**src/rtl/pipeline_stall_controller.sv**
```systemverilog
// Stall/flush sequencer for the 5-stage pipeline: merges load-use, branch flush and
// data-memory wait handling into register load enables, a flush and a bubble select.
module pipeline_stall_controller #(
    parameter int MEM_TIMEOUT = 15,
    parameter int CNT_W       = 16
) (
    input  logic             CLK,
    input  logic             RSTn,
    input  logic             load_use_hz,
    input  logic             branch_taken,
    input  logic             mem_req,
    input  logic             mem_ready,
    output logic             PC_ld,
    output logic             IF_ID_ld,
    output logic             ID_EX_ld,
    output logic             EX_MEM_ld,
    output logic             MEM_WB_ld,
    output logic             IF_ID_clr,
    output logic             ID_EX_nop,
    output logic             mem_fault,
    output logic [CNT_W-1:0] stall_cycles,
    output logic [1:0]       state,
    output logic [7:0]       wait_cnt
);

    // Handshake: mem_req qualifies a MEM-stage access; mem_ready=1 completes it in the
    // same cycle. With mem_req=1 and mem_ready=0 the whole pipeline holds until ready.

    typedef enum logic [1:0] {
        RUN      = 2'b00,
        MEM_WAIT = 2'b10,
        FAULT    = 2'b11
    } state_t;

    localparam logic [CNT_W-1:0] STALL_MAX = {CNT_W{1'b1}};
    localparam logic [7:0]       TIMEOUT   = 8'(MEM_TIMEOUT);

    state_t     state_q, state_d;
    logic [7:0] wait_q, wait_d;
    logic       fault_q, fault_d;
    logic       advance;

    always_ff @(posedge CLK or negedge RSTn) begin
        if (!RSTn) begin
            state_q      <= RUN;
            wait_q       <= '0;
            fault_q      <= 1'b0;
            stall_cycles <= '0;
        end else begin
            state_q <= state_d;
            wait_q  <= wait_d;
            fault_q <= fault_d;
            if (!PC_ld && stall_cycles != STALL_MAX)
                stall_cycles <= stall_cycles + 1'b1;
        end
    end

    always_comb begin
        state_d   = state_q;
        wait_d    = wait_q;
        fault_d   = fault_q;
        advance   = 1'b0;
        PC_ld     = 1'b0;
        IF_ID_ld  = 1'b0;
        ID_EX_ld  = 1'b0;
        EX_MEM_ld = 1'b0;
        MEM_WB_ld = 1'b0;
        IF_ID_clr = 1'b0;
        ID_EX_nop = 1'b0;

        case (state_q)
            RUN: begin
                if (mem_req && !mem_ready) begin
                    state_d = MEM_WAIT;
                    wait_d  = 8'd1;
                end else begin
                    advance = 1'b1;
                end
            end
            MEM_WAIT: begin
                if (mem_ready) begin
                    advance = 1'b1;
                    state_d = RUN;
                    wait_d  = '0;
                end else if (wait_q == TIMEOUT) begin
                    state_d = FAULT;
                    fault_d = 1'b1;
                end else begin
                    wait_d = wait_q + 8'd1;
                end
            end
            FAULT: begin
                fault_d = 1'b1;
            end
            default: begin
                state_d = RUN;
            end
        endcase

        // Load-use outranks the branch flush: the held IF/ID re-resolves next cycle.
        if (advance && RSTn) begin
            ID_EX_ld  = 1'b1;
            EX_MEM_ld = 1'b1;
            MEM_WB_ld = 1'b1;
            if (load_use_hz) begin
                ID_EX_nop = 1'b1;
            end else begin
                PC_ld     = 1'b1;
                IF_ID_ld  = 1'b1;
                IF_ID_clr = branch_taken;
            end
        end
    end

    assign mem_fault = fault_q;
    assign state     = state_q;
    assign wait_cnt  = wait_q;

endmodule

```
**config.mk**
```make
export PLATFORM = sky130hd
export DESIGN_NAME = pipeline_stall_controller
export DESIGN_NICKNAME = d
export VERILOG_FILES = /design/src/rtl/pipeline_stall_controller.sv
export SDC_FILE = /design/constraint.sdc
export NUM_CORES = 1
export LEC_CHECK = 0
export CORE_AREA = 2 2 71 59
export DETAILED_ROUTE_END_ITERATION = 7
export DIE_AREA = 0 0 73 61
export HOLD_SLACK_MARGIN = 0.15
export PLACE_DENSITY = 0.69
export SKIP_LAST_GASP = 1
export SLEW_MARGIN = 30
export SYNTH_ARGS = -nofsm -noshare
export SYNTH_HDL_FRONTEND = slang
export SYNTH_SLANG_ARGS = --single-unit
export TNS_END_PERCENT = 100
```
**constraint.sdc**
```tcl
create_clock -name CLK -period 2 [get_ports CLK]
set_input_delay 0.6 -clock CLK [delete_from_list [all_inputs] [get_ports CLK]]
set_output_delay 0.6 -clock CLK [all_outputs]
set_load 0.1 [all_outputs]
```
# [Word-level counts from Yosys, hierarchy flattened]
# Index checks and enable logic that the tools add are counted.
[classes] eq_ne=9 shift=0 reduce_logical=11 n_div=0 order_cmp=0 addsub=2 bitwise=1 n_mul=0 mux=21
[ops] op="$mux 8" count=3
[ops] op="$add 16x1->16 const B" count=1
[ops] op="$ne 16x16->1 const B" count=1
[ops] op="$pmux 8 s2" count=1
[ops] op="$mux 1" count=11
[ops] op="$reduce_and 3->1" count=3
[ops] op="$add 8x1->8 const B" count=1
[ops] op="$eq 8x4->1 const B" count=1
[ops] op="$mux 2" count=3
[ops] op="$ne 2x2->1 const B" count=3
[ops] op="$ne 3x3->1 const B" count=2
[ops] op="$pmux 2 s3" count=1
[ops] op="$eq 2x2->1 const B" count=2
[ops] op="$pmux 1 s2" count=2
[ops] op="$reduce_bool 2->1" count=2
[ops] op="$logic_and 1x1->1" count=3
[ops] op="$logic_not 1->1" count=2
[ops] op="$logic_not 2->1" count=1
[ops] op="$not 1->1" count=1
[totals] latch_bits=0 reg_bits=27 mem_bits_ro=0 output_inout_bits=34 ramBits=0 elab_cells=48 memories=0 inputBits=6

# [Longest topological paths before layout]
[logic_depth] ltp_word=8 depth_mapped=6 ltp_nobuf=6

# [Worst setup path after synthesis]
# No wires, ideal clock.
[synth_timing] path_kind="register to output" start="register state_q[1] (netlist: state[1])" end="output port ID_EX_nop" required_ns=1.400 path_buffers=1 path_stages_with_launch=5 path_slack_ns=-3.206 arrival_ns=4.606 cell_sequence="dfrtp_1 -> buf_4 -> o21ba_4 -> nor3b_1 -> and2_1"
[synth_via] elab_chain_cells=4 word_cells_on_any_way=5 classes_between="eq/ne (1); mux (2); reduce/logical (2)"
[synth_rtl] item="start: declaration" line_no="38" text="state_t state_q, state_d;"
[synth_rtl] item="start signal: assignment" line_no="50" text="state_q <= state_d;"
[synth_rtl] item="$eq 2x2->1 / $logic_not 2->1 (equally long branches)" line_no="71" text="case (state_q)"
[synth_rtl] item="$pmux 1 s2 (*)" line_no="71"
[synth_rtl] item="$logic_and 1x1->1 (*)" line_no="101" text="if (advance && RSTn) begin"
[synth_rtl] item="$mux 1 (*)" line_no="101"
[synth_rtl] item="end: declaration" line_no="19" text="output logic ID_EX_nop,"
# Every way passes the cells marked *; elsewhere a longest branch is shown, timed or not.

# [Worst setup path after layout]
[layout_timing] start="register state_q[1] (netlist: state[1])" end="output port IF_ID_clr"
[layout_via] elab_chain_cells=4 word_cells_on_any_way=5 classes_between="eq/ne (1); mux (2); reduce/logical (2)"
[layout_rtl] item="$eq 2x2->1 / $logic_not 2->1 (equally long branches)" line_no="71"
[layout_rtl] item="$pmux 1 s2 (*)" line_no="71"
[layout_rtl] item="$logic_and 1x1->1 (*)" line_no="101"
[layout_rtl] item="$mux 1 (*)" line_no="101"
[layout_rtl] item="end: declaration" line_no="18" text="output logic IF_ID_clr,"
# Marks and branches as above.

==> qor.csv <==
stage,metric,value,unit
routing,initial DRC count,114,
synth,synth top area cells,"dfrtp_1, xnor2_1, a21oi_1",
routing,WL met3,203,µm
synth,top-area cell type share of the netlist area,46.88,%
synth,adder-cell area share of the yosys netlist,1.736,%
routing,Avg WL per Cell,16.06,µm
layout,NumNets Final,212,
sta,Least-Margin Pin Slew,0.4063,ns
synth,XOR/XNOR Fraction of Synth Area,10.33,%
die,Rows,20,
setup_path,"slowest stage delay, CP",0.49,ns
placement,Placer Congestion,0.8532,
synth,"Distinct cells, synth",37,
global_routing,initial antenna violation count,0,
clock_network,Clock Tree Buf Depth,2,
job,max-cap violation count,0,
die,die outline width,73,µm
placement,port buffer count,39,
setup_path,crit path max fanout,2,
clock_network,CTS tree,done,
setup_path,Setup crit start kind,flip-flop,
setup_path,worst setup path startpoint,state[1],
power,PwrDens,1019,mW/mm²
outcome,failing checks,setup timing,
setup_path,cells on worst reg2reg path,9,
global_routing,Overflow after GRT,0,
synth,largest family of logic cells by synthesized area,simple AND/OR/NAND/NOR gates,
power,leak pwr,1.084,nW
clock_network,cts bufs inserted,3,
routing,via count,1320,
synth,"Avg Cell Area, Syn",10.44,µm²
die,Die ar.,0.004453,mm²
global_routing,largest net degree at the start of global routing,25,
placement,HPWL after DPL,2.853,mm
clock_network,Clock Latency Late Sink,0.27,ns
sta,RSZ-0062 raised after global routing,true,
routing,Post-DRT Antenna Nets,0,
synth,Async SR Flop Fraction,100.0,%
die,# IOs,40,
layout,n_diodes,0,
setup_path,CP Capture Point,IF_ID_clr,
routing,M1 WL,1.678,mm
setup_path,Worst Setup Path Type,flip-flop to primary output,
sta,worst hold margin,0.4268,ns
synth,Mapped Cells,138,
synth,yosys warns,0,
global_routing,Total GRT Usage,18.38,%
routing,final WL,3.968,mm
synth,Synth area leader,dfrtp_1,
synth,Post-Syn Area,0.001441,mm²
sta,slack of the critical path,-0.3119,ns
setup_path,critical path required time,1.40,ns
routing,Top Metal Used,met4,
die,Initial Util,38.66,%
routing,met2 wire length,2.057,mm
clock_network,H-tree levels,1,
setup_path,flop2flop setup slack,0.06,ns
routing,TritonRoute pass-1 iters,4,
synth,Synth Area in Simple Gates,23.00,%
die,chip height,61,µm
clock_network,clk sinks,27,
power,Final Power,2.566,mW
sta,Fin Setup TNS,-1.831,ns
die,Core Area,0.003729,mm²
global_routing,first-pass GRT wire length,6.327,mm
synth,Synth Area in Compound Gates,11.37,%
synth,sequential area share after synthesis,46.88,%
sta,max-slew violation count,0,
clock_network,clk slew on worst S/H paths,0.09,ns
sta,clk_skew,0.004565,ns
setup_path,R2R Path Start,state[1],
sta,Rel. slew slack,72.84,%
setup_path,crit path cell chain,o21ba_4 -> nor4b_4 -> and2_4 -> buf_12,
sta,fin crit share,115.6,%
synth,ys flop type,dfrtp_1,
setup_path,Worst Setup End Kind,primary output,
power,maximum VDD drop,1.274,mV
outcome,status,"complete, but fails checks",
synth,post-synthesis mux area share,2.257,%
routing,Residual DRC,0,
sta,Final Setup Violations,7,
global_routing,vias in the first global route,1295,
layout,share of cells above drive strength 1,46.31,%
layout,Syn-to-layout area delta,74.65,%
setup_path,CP arrival,1.71,ns
setup_path,reg2reg end,stall_cycles[6],
synth,Syn Nets,146,
hold_path,Hold Crit Class,primary input to async pin,
sta,final period demand of the worst path,2.312,ns
clock_network,Root Driver,clkbuf_8,
synth,Post-synth EDFFs,0,
synth,register bit total from synthesis,27,
sta,hold violation total from the final report,0,
routing,Vias/cell,5.344,
sta,FMAX,432.5,MHz
setup_path,Slowest cell on crit path,dfrtp_4,
[layout by cell type (no fill, tap or decap), types with 2 or more instances in the layout]
cell | Yosys | final
buf_12 | 0 | 34
a21o_1 | 2 | 2
nor2_1 | 11 | 11
ha_1 | 2 | 2
nor3_1 | 2 | 2
a211oi_1 | 4 | 3
and2_4 | 0 | 2
dfrtp_4 | 0 | 3
a21oi_1 | 9 | 9
xnor2_1 | 13 | 13
clkbuf_8 | 0 | 3
dfrtp_2 | 0 | 8
buf_2 | 0 | 2
nor4b_4 | 1 | 3
and3_1 | 5 | 5
nand4_1 | 6 | 6
xor2_1 | 4 | 4
mux2_1 | 2 | 2
dfrtp_1 | 27 | 16
nand2_1 | 12 | 11
inv_1 | 5 | 5
nand3_1 | 8 | 8
dlygate4sd2_1 | 0 | 2
buf_6 | 1 | 4
buf_4 | 4 | 24
[repair_timing]
item / in CTS / in global routing
hold buffers: 0 / 0
buffers inserted: 4 / 3
resized for setup: 16 / 7
pin swaps: 5 / 7
endpoints found under the setup margin: 24 / 15
[critical path, delay by kind of cell, from the launching register on]
kind | cells | cell delay (ns)
AOI/OAI and AO/OA | 1 | 0.21
buffers and inverters | 1 | 0.17
DFF | 1 | 0.49
and+or+nand+nor | 2 | 0.57
[where the power goes]
group	total (mW)	switching [mW]	internal (mW)
registers	0.753	0.112	0.641
clock network	0.304	0.164	0.140
logic	1.51	0.952	0.558
[Yosys cell counts (2+ instances only)]
cell       n
inv_1      5
a21oi_1    9
dfrtp_1   27
ha_1       2
and3_1     5
nand4_1    6
mux2_1     2
and2_1     2
a21o_1     2
buf_4      4
xor2_1     4
nor3_1     2
xnor2_1   13
nand3_1    8
nand2_1   12
a211oi_1   4
nor2_1    11
[through the flow]
step / area (µm²) / worst slack (ns) / util, % / instances
2_1_floorplan: 1491 / -1.597 / - / 138
3_3_place_gp: 2374 / -0.6071 / 63.66 / 236
3_5_place_dp: 2374 / -0.6062 / 63.66 / 236
4_1_cts: 2459 / -0.3341 / 65.94 / 244
5_1_grt: 2517 / -0.3653 / 67.52 / 247
6_report: 2517 / -0.3119 / 67.52 / 247
[logic make-up (layout without fill, tap and decap cells)]
group | count (synthesis) | count (layout)
mux | 3 | 3
buf+inv | 11 | 76
xor+xnor | 17 | 17
fa+ha+maj | 2 | 2
flops | 27 | 27
simple gates | 57 | 57
compound gates | 21 | 21
[flip-flops by register name, summed over array words and instances (netlist names)]
register,cells
mem_fault,1
wait_cnt,8
state,2
stall_cycles,16
[how the worst min path moves through the flow]
stage	endpoint	slack (ns)	cells past startpoint	from
finish	state[1]	0.43	2	RSTn
global route	wait_cnt[0]	0.45	2	RSTn
CTS	state[1]	0.42	2	RSTn
detailed placement	stall_cycles[6]	0.54	1	stall_cycles[6]
global placement	mem_fault	0.53	1	mem_fault
floorplan	mem_fault	0.30	0	RSTn
[cell type report]
| type | instances | area (µm²) |
|---|---|---|
| Clock buffer | 3 | 41.29 |
| Multi-Input combinational cell | 100 | 757.0 |
| Tap cell | 44 | 55.05 |
| Sequential cell | 27 | 696.9 |
| Timing Repair Buffer | 67 | 943.4 |
| Fill cell | 264 | 1211 |
| Clock inverter | 1 | 5.005 |
| Inverter | 5 | 18.77 |
[routing by layer]
| layer | global-route usage [%] | vias up |
|---|---|---|
| li1 | - | 617 |
| met1 | 24.90 | 652 |
| met2 | 30.37 | 47 |
| met3 | 3.987 | 4 |
| met4 | 4.497 | 0 |
| met5 | 0 | - |
(Power assumes the default switching activity.)
